--- config.mk ---
export PLATFORM = sky130hd
export DESIGN_NAME = freq_gen
export DESIGN_NICKNAME = d
export VERILOG_FILES = /design/src/rtl/freq_gen_pkg.sv /design/src/rtl/freq_gen_div.sv /design/src/rtl/freq_gen.sv
export SDC_FILE = /design/constraint.sdc
export NUM_CORES = 1
export LEC_CHECK = 0
export CAP_MARGIN = 10
export CORE_UTILIZATION = 65
export DETAILED_ROUTE_END_ITERATION = 10
export PLACE_DENSITY = 0.86
export SYNTH_ARGS = -nofsm -noshare
export SYNTH_HDL_FRONTEND = slang
export SYNTH_SLANG_ARGS = --single-unit
--- constraint.sdc ---
create_clock -name clk_fs -period 12.6 [get_ports clk_fs]
set_input_delay 1.89 -clock clk_fs [delete_from_list [all_inputs] [get_ports clk_fs]]
set_output_delay 1.89 -clock clk_fs [all_outputs]
set_load 0.03 [all_outputs]
--- src/rtl/freq_gen_pkg.sv ---
// freq_gen_pkg
// Shared defaults and FSM state encoding for the frequency generator.
//   CLK_FS_DEF : reference clock frequency in Hz
//   FREQ_W_DEF : requested-frequency width
//   CNT_W_DEF  : divider / period-counter width
//   state_t    : sequencing FSM states
package freq_gen_pkg;

  localparam int unsigned CLK_FS_DEF = 375_000_000;
  localparam int unsigned FREQ_W_DEF = 20;
  localparam int unsigned CNT_W_DEF  = 32;

  typedef enum logic [1:0] {
    IDLE      = 2'd0,
    DIV       = 2'd1,
    WAIT_EDGE = 2'd2,
    APPLY     = 2'd3
  } state_t;

endpackage

--- src/rtl/freq_gen_div.sv ---
// seq_div
// Sequential restoring divider, one quotient bit per clock.
// The first quotient bit is produced on the start edge itself, so a result
// is ready N_W cycles after start, flagged by valid (held until next start).
// A divisor of zero is never issued by the parent.
//   clk_fs   : clock
//   rst_n    : async active-low reset
//   start    : one-cycle strobe, samples dividend/divisor
//   dividend : N_W-bit unsigned dividend
//   divisor  : D_W-bit unsigned divisor (D_W <= N_W+1)
//   quotient : truncated quotient
//   valid    : result ready
module seq_div #(
  parameter int unsigned N_W = 32,
  parameter int unsigned D_W = 21
) (
  input  logic           clk_fs,
  input  logic           rst_n,
  input  logic           start,
  input  logic [N_W-1:0] dividend,
  input  logic [D_W-1:0] divisor,
  output logic [N_W-1:0] quotient,
  output logic           valid
);

  localparam int unsigned LW = $clog2(N_W + 1);

  logic [N_W:0]   r_rem;
  logic [N_W-1:0] r_quo;
  logic [D_W-1:0] r_dv;
  logic [LW-1:0]  r_left;
  logic           r_valid;

  logic [N_W:0]   w_rem_in;
  logic [N_W:0]   w_rem_sh;
  logic [N_W:0]   w_rem_nxt;
  logic [N_W:0]   w_dv;
  logic [N_W-1:0] w_quo_in;
  logic [N_W-1:0] w_quo_nxt;
  logic           w_fit;

  // The quotient register doubles as the dividend shifter: dividend bits
  // leave at the MSB while quotient bits enter at the LSB.
  always_comb begin
    w_rem_in  = start ? '0 : r_rem;
    w_quo_in  = start ? dividend : r_quo;
    w_dv      = (N_W+1)'(start ? divisor : r_dv);
    w_rem_sh  = {w_rem_in[N_W-1:0], w_quo_in[N_W-1]};
    // A set top bit means the shifted value overflowed and certainly fits.
    w_fit     = w_rem_in[N_W] || (w_rem_sh >= w_dv);
    w_rem_nxt = w_fit ? (w_rem_sh - w_dv) : w_rem_sh;
    w_quo_nxt = {w_quo_in[N_W-2:0], w_fit};
  end

  always_ff @(posedge clk_fs or negedge rst_n) begin
    if (!rst_n) begin
      r_rem   <= '0;
      r_quo   <= '0;
      r_dv    <= '0;
      r_left  <= '0;
      r_valid <= 1'b0;
    end else if (start) begin
      r_rem   <= w_rem_nxt;
      r_quo   <= w_quo_nxt;
      r_dv    <= divisor;
      r_left  <= LW'(N_W - 1);
      r_valid <= (N_W == 1);
    end else if (r_left != '0) begin
      r_rem   <= w_rem_nxt;
      r_quo   <= w_quo_nxt;
      r_left  <= r_left - 1'b1;
      r_valid <= (r_left == LW'(1));
    end
  end

  assign quotient = r_quo;
  assign valid    = r_valid;

endmodule

--- src/rtl/freq_gen.sv ---
// freq_gen
// Programmable square-wave generator. A load computes the half period
// CLK_FS/(2*freq) with a sequential divider and swaps it in at a period
// boundary so the output never shows a short phase.
//   clk_fs      : reference clock
//   rst_n       : async active-low reset
//   freq_set    : requested output frequency in Hz
//   load        : one-cycle strobe, accepted only while busy=0
//   clk_out     : generated square wave
//   busy        : setting in progress
//   done        : one-cycle pulse when the new setting takes effect
//   err         : active setting is 0 Hz (output held low)
//   half_period : active half period in clk_fs cycles
//
// state     | meaning
// ----------+-------------------------------------------------------
// IDLE      | waiting for load
// DIV       | divider running, CNT_W cycles
// WAIT_EDGE | generator running; wait for the end of its low phase
// APPLY     | write new half period, restart counter, pulse done
module freq_gen
  import freq_gen_pkg::*;
#(
  parameter int unsigned CLK_FS = CLK_FS_DEF,
  parameter int unsigned FREQ_W = FREQ_W_DEF,
  parameter int unsigned CNT_W  = CNT_W_DEF
) (
  input  logic              clk_fs,
  input  logic              rst_n,
  input  logic [FREQ_W-1:0] freq_set,
  input  logic              load,
  output logic              clk_out,
  output logic              busy,
  output logic              done,
  output logic              err,
  output logic [CNT_W-1:0]  half_period
);

  localparam logic [CNT_W-1:0] DIVIDEND = CNT_W'(CLK_FS);

  state_t            r_state;
  state_t            w_state_nxt;
  logic [FREQ_W-1:0] r_freq;
  logic [CNT_W-1:0]  r_half_cnt;
  logic [CNT_W-1:0]  r_half_period;
  logic              r_clk_out;
  logic              r_err;
  logic              r_done;

  logic              w_accept;
  logic              w_apply;
  logic              w_div_start;
  logic              w_div_valid;
  logic              w_running;
  logic              w_expire;
  logic [FREQ_W:0]   w_divisor;
  logic [CNT_W-1:0]  w_quot;
  logic [CNT_W-1:0]  w_new_half;

  assign w_running  = (r_half_period != '0);
  assign w_expire   = w_running && (r_half_cnt == r_half_period - 1'b1);
  assign w_divisor  = {freq_set, 1'b0};
  // Requests above CLK_FS/2 truncate to zero; run as fast as possible.
  assign w_new_half = (w_quot == '0) ? CNT_W'(1) : w_quot;
  // A 0 Hz request never reaches the divider.
  assign w_div_start = w_accept && (freq_set != '0);

  seq_div #(
    .N_W (CNT_W),
    .D_W (FREQ_W + 1)
  ) u_div (
    .clk_fs   (clk_fs),
    .rst_n    (rst_n),
    .start    (w_div_start),
    .dividend (DIVIDEND),
    .divisor  (w_divisor),
    .quotient (w_quot),
    .valid    (w_div_valid)
  );

  always_comb begin
    w_state_nxt = r_state;
    w_accept    = 1'b0;
    w_apply     = 1'b0;
    case (r_state)
      IDLE: begin
        if (load) begin
          w_accept    = 1'b1;
          w_state_nxt = (freq_set == '0) ? APPLY : DIV;
        end
      end
      DIV: begin
        if (w_div_valid) begin
          w_state_nxt = w_running ? WAIT_EDGE : APPLY;
        end
      end
      WAIT_EDGE: begin
        // Low phase ending closes a full period; the toggle to high happens
        // on this same edge and APPLY restarts the count from there.
        if (w_expire && !r_clk_out) begin
          w_state_nxt = APPLY;
        end
      end
      APPLY: begin
        w_apply     = 1'b1;
        w_state_nxt = IDLE;
      end
    endcase
  end

  always_ff @(posedge clk_fs or negedge rst_n) begin
    if (!rst_n) begin
      r_state <= IDLE;
    end else begin
      r_state <= w_state_nxt;
    end
  end

  always_ff @(posedge clk_fs or negedge rst_n) begin
    if (!rst_n) begin
      r_freq        <= '0;
      r_half_cnt    <= '0;
      r_half_period <= '0;
      r_clk_out     <= 1'b0;
      r_err         <= 1'b0;
      r_done        <= 1'b0;
    end else begin
      r_done <= w_apply;
      if (w_accept) begin
        r_freq <= freq_set;
      end
      if (w_apply) begin
        r_half_cnt <= '0;
        if (r_freq == '0) begin
          r_err         <= 1'b1;
          r_half_period <= '0;
          r_clk_out     <= 1'b0;
        end else begin
          r_err         <= 1'b0;
          r_half_period <= w_new_half;
        end
      end else if (!w_running) begin
        r_half_cnt <= '0;
        r_clk_out  <= 1'b0;
      end else if (w_expire) begin
        r_half_cnt <= '0;
        r_clk_out  <= ~r_clk_out;
      end else begin
        r_half_cnt <= r_half_cnt + 1'b1;
      end
    end
  end

  assign clk_out     = r_clk_out;
  assign busy        = (r_state != IDLE);
  assign done        = r_done;
  assign err         = r_err;
  assign half_period = r_half_period;

endmodule

* After elaboration in Yosys (flattened, before gate mapping) *
Cells that the tools add are included.

storage, ports and cells
  register bits after elaboration = 181
  bits in latches = 0
  memory bits (writable) = 0
  ROM bits = 0
  input port bits = 23
  logic and storage cells = 75
  memories = 0

operators by class
  $add $sub $neg = 4
  multiply operators = 0
  div/mod/pow operators = 0
  order comparisons = 1
  equality and inequality tests = 10
  shift-type cells = 0
  multiplexer cells = 31
  bitwise operators = 1
  reduce and logical (&&, ||, !) cells = 16

operator list
  operator                                                              number
  32-bit two-way mux                                                    8
  33-bit two-way mux                                                    4
  20-bit zero test                                                      2
  33-bit >= comparator                                                  1
  33-bit subtractor                                                     1
  32-bit by 1-bit adder with 32-bit output, second input constant       1
  32-bit == test                                                        1
  32-bit zero test                                                      1
  32-bit nonzero test                                                   1
  32-bit by 1-bit subtractor with 32-bit output, second input constant  1
  21-bit two-way mux                                                    1
  20-bit nonzero test                                                   1
  6-bit two-way mux                                                     2
  1-bit two-way mux                                                     11
  2-bit two-way mux                                                     4
  2-bit case mux with 4 select lines                                    1
  6-bit by 1-bit == test with 1-bit output, second input constant       1
  6-bit nonzero test                                                    1
  6-bit by 1-bit subtractor with 6-bit output, second input constant    1
  2-bit == test, second input constant                                  2
  2-bit by 1-bit != test with 1-bit output, second input constant       2
  2-bit != test, second input constant                                  2
  2-bit nonzero test                                                    2
  1-bit logical AND                                                     3
  other kinds (8)                                                       8

* Depth between registers and ports, before layout *
Gate-level depths: netlist of the first run.

  word-level depth = 9
  mapped depth = 23

* Cells and area by module *
Synthesis of the first run repeated with hierarchy kept, for this count alone.

unflattened totals
  cell total of the unflattened synthesis = 1,210
  area, all modules = 11,100.6 µm²

modules (own cells, without submodules)
  module    times used  cells an instance  area an instance (µm²)  sequential area each (µm²)
  seq_div   1           649                5,919.4                 2,327.2
  freq_gen  1           561                5,181.2                 2,227.1

* Worst setup path before layout of the first run *
No wires, ideal clock.

  kind = input to register
  start point = input freq_set[15]
  end point = register u_div.r_rem[26]
  setup time = 126 ps
  arrival time = 5,834 ps
  path slack = 6,640 ps
  stages = 18
  cell sequence = nor4_1 > a31o_2 > clkbuf_1 > clkbuf_1 > clkbuf_1 > nand2_1 > ha_1 > fa_1 > nand2b_1 > a21oi_1 > o21ai_0 > nand2_1 > a21oi_1 > and2_1 > clkbuf_1 > nor4_2 > a21oi_1 > a221o_1

on the way
  word-level cells in the longest chain between the ends = 8
  elaborated cells on any way between the ends = 12
  those cells by class = 1 x add/sub; 1 x order compare; 6 x mux; 4 x reduce/logical

ends and longest elaborated chain
  element                                     line                text
  start: declaration                          freq_gen.sv:30      input logic [FREQ_W-1:0] freq_set,
  20-bit nonzero test                         freq_gen.sv:66      assign w_div_start = w_accept && (freq_set != '0);
  1-bit logical AND                           freq_gen.sv:66
  32-bit two-way mux (tied with other cells)  freq_gen_div.sv:46  w_quo_in = start ? dividend : r_quo;
  33-bit >= comparator                        freq_gen_div.sv:50  w_fit = w_rem_in[N_W] || (w_rem_sh >= w_dv);
  1-bit logical OR                            freq_gen_div.sv:50
  33-bit two-way mux                          freq_gen_div.sv:51  w_rem_nxt = w_fit ? (w_rem_sh - w_dv) : w_rem_sh;
  33-bit two-way mux                          freq_gen_div.sv:68  end else if (r_left != '0) begin
  33-bit two-way mux                          freq_gen_div.sv:62  end else if (start) begin
  end signal: assignment                      freq_gen_div.sv:63  r_rem <= w_rem_nxt;
  end signal: assignment                      freq_gen_div.sv:69  r_rem <= w_rem_nxt;
  end: declaration                            freq_gen_div.sv:28  logic [N_W:0] r_rem;

Several ways; a longest one is shown, not always the timed one. The select of a mux whose other input is x is not followed.
A chain may end at the register's enable or synchronous reset.

* Worst setup path after layout of the first run *
Same ends and word-level chain as after synthesis.

==> results of run 1 <==
[sequential cells by signal, indices dropped and copies added, names as in the netlist]
name / count
clk_out: 1
done: 1
err: 1
half_period: 32
r_freq: 20
r_half_cnt: 32
r_state: 2
u_div.quotient: 32
u_div.r_dv: 20
u_div.r_left: 6
u_div.r_rem: 33
u_div.valid: 1
[final timing paths]
| check | startpoint | end | depth (start not counted) |
|---|---|---|---|
| min in group asynchronous | rst_n | r_freq[5]$_DFFE_PN0P_ | 1 |
| min | u_div.r_dv[10]$_DFFE_PN0P_ | u_div.r_dv[10]$_DFFE_PN0P_ | 2 |
| max reg2reg | r_state[0]$_DFFE_PN0P_ | u_div.r_rem[26]$_DFFE_PN0P_ | 17 |
| max | freq_set[15] | u_div.r_rem[26]$_DFFE_PN0P_ | 16 |
| max in group asynchronous | rst_n | u_div.r_rem[1]$_DFFE_PN0P_ | 3 |
| min reg2reg | u_div.r_dv[10]$_DFFE_PN0P_ | u_div.r_dv[10]$_DFFE_PN0P_ | 2 |
[worst max-delay path: stages]
cell	delay [ns]
clkdlybuf4s50_1	0.42
nor4_1	0.58
a31o_2	0.26
buf_4	0.61
nand2_1	0.13
ha_1	0.24
fa_1	0.45
nand2b_1	0.18
a21oi_1	0.20
o21ai_0	0.16
nand2_1	0.16
a21oi_1	0.11
and2_1	0.38
nor4_2	0.74
a21oi_1	0.13
a221o_1	0.28
[metrics by stage]
stage | total power (W) | setup WS [ns]
2_1_floorplan | 0.00250 | 6.64
4_1_cts | 0.00360 | 6.07
5_1_grt | 0.00392 | 5.63
3_5_place_dp | 0.00300 | 5.62
3_3_place_gp | 0.00295 | 5.74
6_report | 0.00363 | 5.96
[cell type report]
class	count	area, µm²
clock buffers	17	425
multi-input cells	967	5500
repair buffers	67	657
inverters	66	248
well taps	216	270
fillers	1130	4010
clock inverters	15	191
flip-flops and latches	181	4530
[power by group]
group	switching (W)	total, W	internal, W	leakage [nW]
Sequential	0.000272	0.00110	0.000832	2.24
Clock	0.000246	0.000563	0.000317	0.291
Combinational	0.00116	0.00196	0.000800	2.81
[placed cells by master, fill, tap and decap left out, types with 15 or more instances in the layout]
| cell type | n |
|---|---|
| a21oi_1 | 72 |
| a31oi_1 | 15 |
| and2_1 | 24 |
| clkbuf_16 | 17 |
| clkdlybuf4s50_1 | 57 |
| dfrtp_1 | 181 |
| ha_1 | 30 |
| inv_1 | 66 |
| nand2_1 | 264 |
| nand3_1 | 51 |
| nand4_1 | 16 |
| nor2_1 | 111 |
| nor3_1 | 29 |
| nor4_1 | 35 |
| o21ai_0 | 74 |
| xnor2_1 | 52 |
| xor2_1 | 37 |
[layer usage]
metal | routed length, µm | global-route usage, % | vias up
met5 | 0 | 0 | -
met4 | 713 | 11.3 | 0
met3 | 2110 | 7.06 | 62
met2 | 12800 | 53.8 | 402
met1 | 11800 | 49.8 | 4597
li1 | - | - | 4413
[cell families after synthesis]
group,synth area share (%)
AOI/OAI and AO/OA,13.1
adders and majority gates,3.76
xor gates and xnor gates,7.40
and+or+nand+nor,26.7
muxes,1.15
DFF,43.0
buffers and inverters,4.82
==> out/qor.yml, run 1 <==
setup_violations: 0
cts_tree: "yes"
synth_most_common_cell: "nand2_1"
p_leak_nw: 5.34
grt_use_total_pct: 35.0
fin_area_um2: 11800
syn_avg_cell_area_um2: 8.26
root_buffer: "clkbuf_16"
post_cts_buffers: 0
h-tree-depth: 4
numClockSinks: 181
wl_um: 27400
hold_viol: 0
syn-num-nets: 1329
vias_per_cell: 6.20
dp_hpwl_um: 18400
ys_top_cells_by_count: "nand2_1 (264), dfrtp_1 (181), nor2_1 (111), o21ai_0 (74), a21oi_1 (72)"
ctsHoldBuffers: 0
yosysSeqAreaShare_pct: 43.0
required_ns: 12.92
nNetsFinal: 1354
first_global_vias: 8902
synth_area_um2: 10500
die_h_um: 129
slew_violations: 0
synth_edf_count: 0
clock.fmax_mhz: 151
diodes: 0
synth_cell_type_count: 63
final_util_pct: 74.7
final-instance-count-excl-fill: 1529
r2r_slack_ns: 7.15
path_class: "input pin to flip-flop"
peakVddDrop_mv: 0.265
placed_cells: 1496
drive_gt1_share_pct: 4.19
hold_class: "flip-flop to flip-flop"
critPathLaunchType: "input pin"
outcome: "complete, no violations"
p_per_area_nw_per_um2: 307
core_um2: 15800
clkTransAtPathRegs_ns: 0.07
grt_overflow: 0
period_share_pct: 52.7
vias: 9474
period_minus_slack_ns: 6.64
hold_ws_ns: 0.477
die_w_um: 129
avgRoutedWirePerCell_um: 17.9
rsz0062_at_grt: "no"
worst-path-max-fanout: 82
cap_violations: 0
synth_ff_type: "dfrtp_1"
top_level_ports: 59
first_iter_violations: 1167
portBuffers: 58
yosys.area.top_type: "dfrtp_1"
end_kind: "flip-flop"
cts_buffers: 17
async_reset_ff_share_pct: 100
netlist_top_cells_area: "dfrtp_1 (43%), nand2_1 (9.4%), xnor2_1 (4.3%), nor2_1 (4.0%), ha_1 (3.6%)"
synthToLayoutAreaGrowth_pct: 12.3
cts_resized: 0
synth_cells: 1275
tightest_slew_ns: 1.22
num_rows: 46
worst_ep_arrival_time_ns: 6.96
gp_routability_congestion: 0.979
ant_nets: 0
finalClockSkew_ns: 0.00847
die_area_um2: 16700
slew_headroom_pct: 18.3
grt_pass1_wl_um: 45400
clock_latency_ns: 0.44
drc: 0
antenna_found_initial: 0
yosys.area.top_type_share_pct: 43.0
initial_core_util_pct: 66.5
setup_tns_ns: 0
yosys_register_bits: 181
clk_path_buf_depth: 2
dpl_cell_area_um2: 11200
grt_max_degree: 83
yosysWarnings: 0
dr.pass1.iters: 7
Note: power is estimated with default switching activity, not from simulation.
==> run 2, diff against run 1 <==
--- a/config.mk
+++ b/config.mk
@@ -6,9 +6,9 @@
 export NUM_CORES = 1
 export LEC_CHECK = 0
 export CAP_MARGIN = 10
-export CORE_UTILIZATION = 65
+export CORE_UTILIZATION = 61
 export DETAILED_ROUTE_END_ITERATION = 10
-export PLACE_DENSITY = 0.86
+export PLACE_DENSITY = 0.81
 export SYNTH_ARGS = -nofsm -noshare
 export SYNTH_HDL_FRONTEND = slang
 export SYNTH_SLANG_ARGS = --single-unit
==> constraint.sdc (replaced) <==
create_clock -name clk_fs -period 6.3 [get_ports clk_fs]
set_input_delay 0.945 -clock clk_fs [delete_from_list [all_inputs] [get_ports clk_fs]]
set_output_delay 0.945 -clock clk_fs [all_outputs]
set_load 0.03 [all_outputs]
==> run 2 against run 1 <==
  * Combinational power increased by 100%
  * Highest routed layer unchanged
  * Die area increased by 6.5%
  * Sequential share of layout area increased by 0.12 points
  * Sequential power increased by 100%
  * Clock power increased by 78%
  * Clock-buffer cell count increased by 5
  * Setup slack got worse by 4.9 ns
  * Wire length decreased by 0.80%
  * First-iteration DRC count decreased by 21%
  * Hold slack got worse by 0.0028 ns
  * Sequential cell count unchanged
  * Clock skew increased by 0.0022 ns
==> out/qor.yml, run 2 (same netlist as run 1, synthesis figures left out) <==
outcome: "complete, no violations"
worst-path-max-fanout: 24
core_um2: 16700
endpoint: "u_div.r_rem[23]$_DFFE_PN0P_"
end_kind: "flip-flop"
antenna_found_initial: 0
dr.pass1.iters: 7
setup_violations: 0
tightest_slew_ns: 1.23
post_cts_buffers: 0
numClockSinks: 181
h-tree-depth: 4
route.met3.wl_um: 1570
vias: 9333
first_iter_violations: 926
rr_endpoint: "u_div.r_rem[23]$_DFFE_PN0P_"
top_level_ports: 59
drive_gt1_share_pct: 4.11
hold_viol: 0
period_minus_slack_ns: 5.27
die_w_um: 133
max_flop_register: "u_div.r_rem"
final_common_cell: "nand2_1"
grt_overflow: 0
dr_wl_met2_um: 12900
p_per_area_nw_per_um2: 607
diodes: 0
num_rows: 47
cap_violations: 0
fin_area_um2: 11800
rsz0062_at_grt: "no"
peakVddDrop_mv: 0.476
p_leak_nw: 5.32
first_global_vias: 8908
synthToLayoutAreaGrowth_pct: 11.9
ant_nets: 0
hold_class: "flip-flop to flip-flop"
worst_ep_arrival_time_ns: 5.57
grt_max_degree: 107
clk_path_buf_depth: 2
final_cell_mix: "nand2_1 (264), dfrtp_1 (181), nor2_1 (111)"
ff2ff_path_depth: 19
wirelength_met1_um: 12200
clock.fmax_mhz: 190
avgRoutedWirePerCell_um: 17.7
path_class: "input pin to flip-flop"
largest_register_ffs: 33
final.fill_count: 1323
die_h_um: 133
setup_tns_ns: 0
cp-startpoint: "freq_set[7]"
wl_um: 27200
cts_buffers: 17
clkTransAtPathRegs_ns: 0.07
gp_routability_congestion: 0.952
r2r_slack_ns: 1.59
critPathLaunchType: "input pin"
r2r_start: "r_state[0]$_DFFE_PN0P_"
grt_use_total_pct: 31.9
portBuffers: 58
nNetsFinal: 1358
grt_pass1_wl_um: 44900
slew_violations: 0
ctsHoldBuffers: 0
required_ns: 6.59
finalClockSkew_ns: 0.0107
drc: 0
vias_per_cell: 6.08
period_share_pct: 83.7
cts_tree: "yes"
top_layer_used: "met4"
initial_core_util_pct: 63.0
dp_hpwl_um: 19200
cts_resized: 0
die_area_um2: 17800
dpl_cell_area_um2: 11200
slew_headroom_pct: 17.9
clock_latency_ns: 0.43
root_buffer: "clkbuf_16"
-- run 2: cell types whose count changed in the layout (fill, tap and decap cells not counted), sizes merged --
cell	before	now
buf	10	13
clkbuf	17	23
bufinv	3	1
clkinv	2	3
inv	72	66
-- run 2: worst max-delay path, cell delays in order --
cell and delay (ns):
clkdlybuf4s50_1 0.45, nor4_1 0.34, and3_1 0.27, a31o_2 0.50, buf_4 0.36, nand2_1 0.11
nand2_1 0.12, inv_1 0.06, ha_1 0.36, o211ai_1 0.11, a21oi_1 0.21, o21ai_0 0.15
nand2_1 0.14, a21oi_1 0.11, and2_1 0.22, buf_4 0.20, or3_1 0.44, o311ai_0 0.36
nand2_1 0.10
-- run 2: power by group --
group	internal [W]	switching, W
sequential	0.00167	0.000538
combinational	0.00161	0.00233
clock	0.000560	0.000443
total	0.00384	0.00331
-- run 2: metal layers --
metal / up-vias / GRT usage, %
li1: 4426 / -
met1: 4549 / 44.8
met3: 38 / 5.25
met2: 320 / 51.2
met4: 0 / 9.34
met5: - / 0
-- run 2: final cells by class --
class / instances / area (µm²) / area share (%)
clock buffer: 22 / 464 / 3.94
clock inverter: 8 / 78.8 / 0.669
inverter: 66 / 248 / 2.10
multi-input combinational: 967 / 5500 / 46.7
sequential: 181 / 4530 / 38.4
tap: 220 / 275 / 2.34
timing repair buffer: 71 / 689 / 5.85
-- run 2: metrics by stage --
stage / utilization (%) / setup slack, ns / instances / power [W] / hold WS, ns
floorplan: - / 1.29 / 1275 / 0.00501 / 0.440
global placement: 67.2 / 0.865 / 1504 / 0.00597 / 0.454
detailed placement: 67.2 / 0.701 / 1504 / 0.00606 / 0.459
CTS: 70.5 / 1.12 / 1534 / 0.00710 / 0.476
global route: 70.5 / 0.605 / 1535 / 0.00772 / 0.493
finish: 70.5 / 1.03 / 1535 / 0.00715 / 0.475
-- run 2: worst min-delay path by stage --
| stage | slack (ns) | end | cells past startpoint | startpoint |
|---|---|---|---|---|
| 2_1_floorplan | 0.44 | u_div.r_dv[1]$_DFFE_PN0P_ | 2 | u_div.r_dv[1]$_DFFE_PN0P_ |
| 4_1_cts | 0.48 | u_div.r_dv[4]$_DFFE_PN0P_ | 2 | u_div.r_dv[4]$_DFFE_PN0P_ |
| 3_5_place_dp | 0.46 | u_div.r_dv[4]$_DFFE_PN0P_ | 2 | u_div.r_dv[4]$_DFFE_PN0P_ |
| 6_report | 0.47 | u_div.r_dv[4]$_DFFE_PN0P_ | 2 | u_div.r_dv[4]$_DFFE_PN0P_ |
| 3_3_place_gp | 0.45 | u_div.r_dv[2]$_DFFE_PN0P_ | 2 | u_div.r_dv[2]$_DFFE_PN0P_ |
| 5_1_grt | 0.49 | u_div.r_dv[4]$_DFFE_PN0P_ | 2 | u_div.r_dv[4]$_DFFE_PN0P_ |
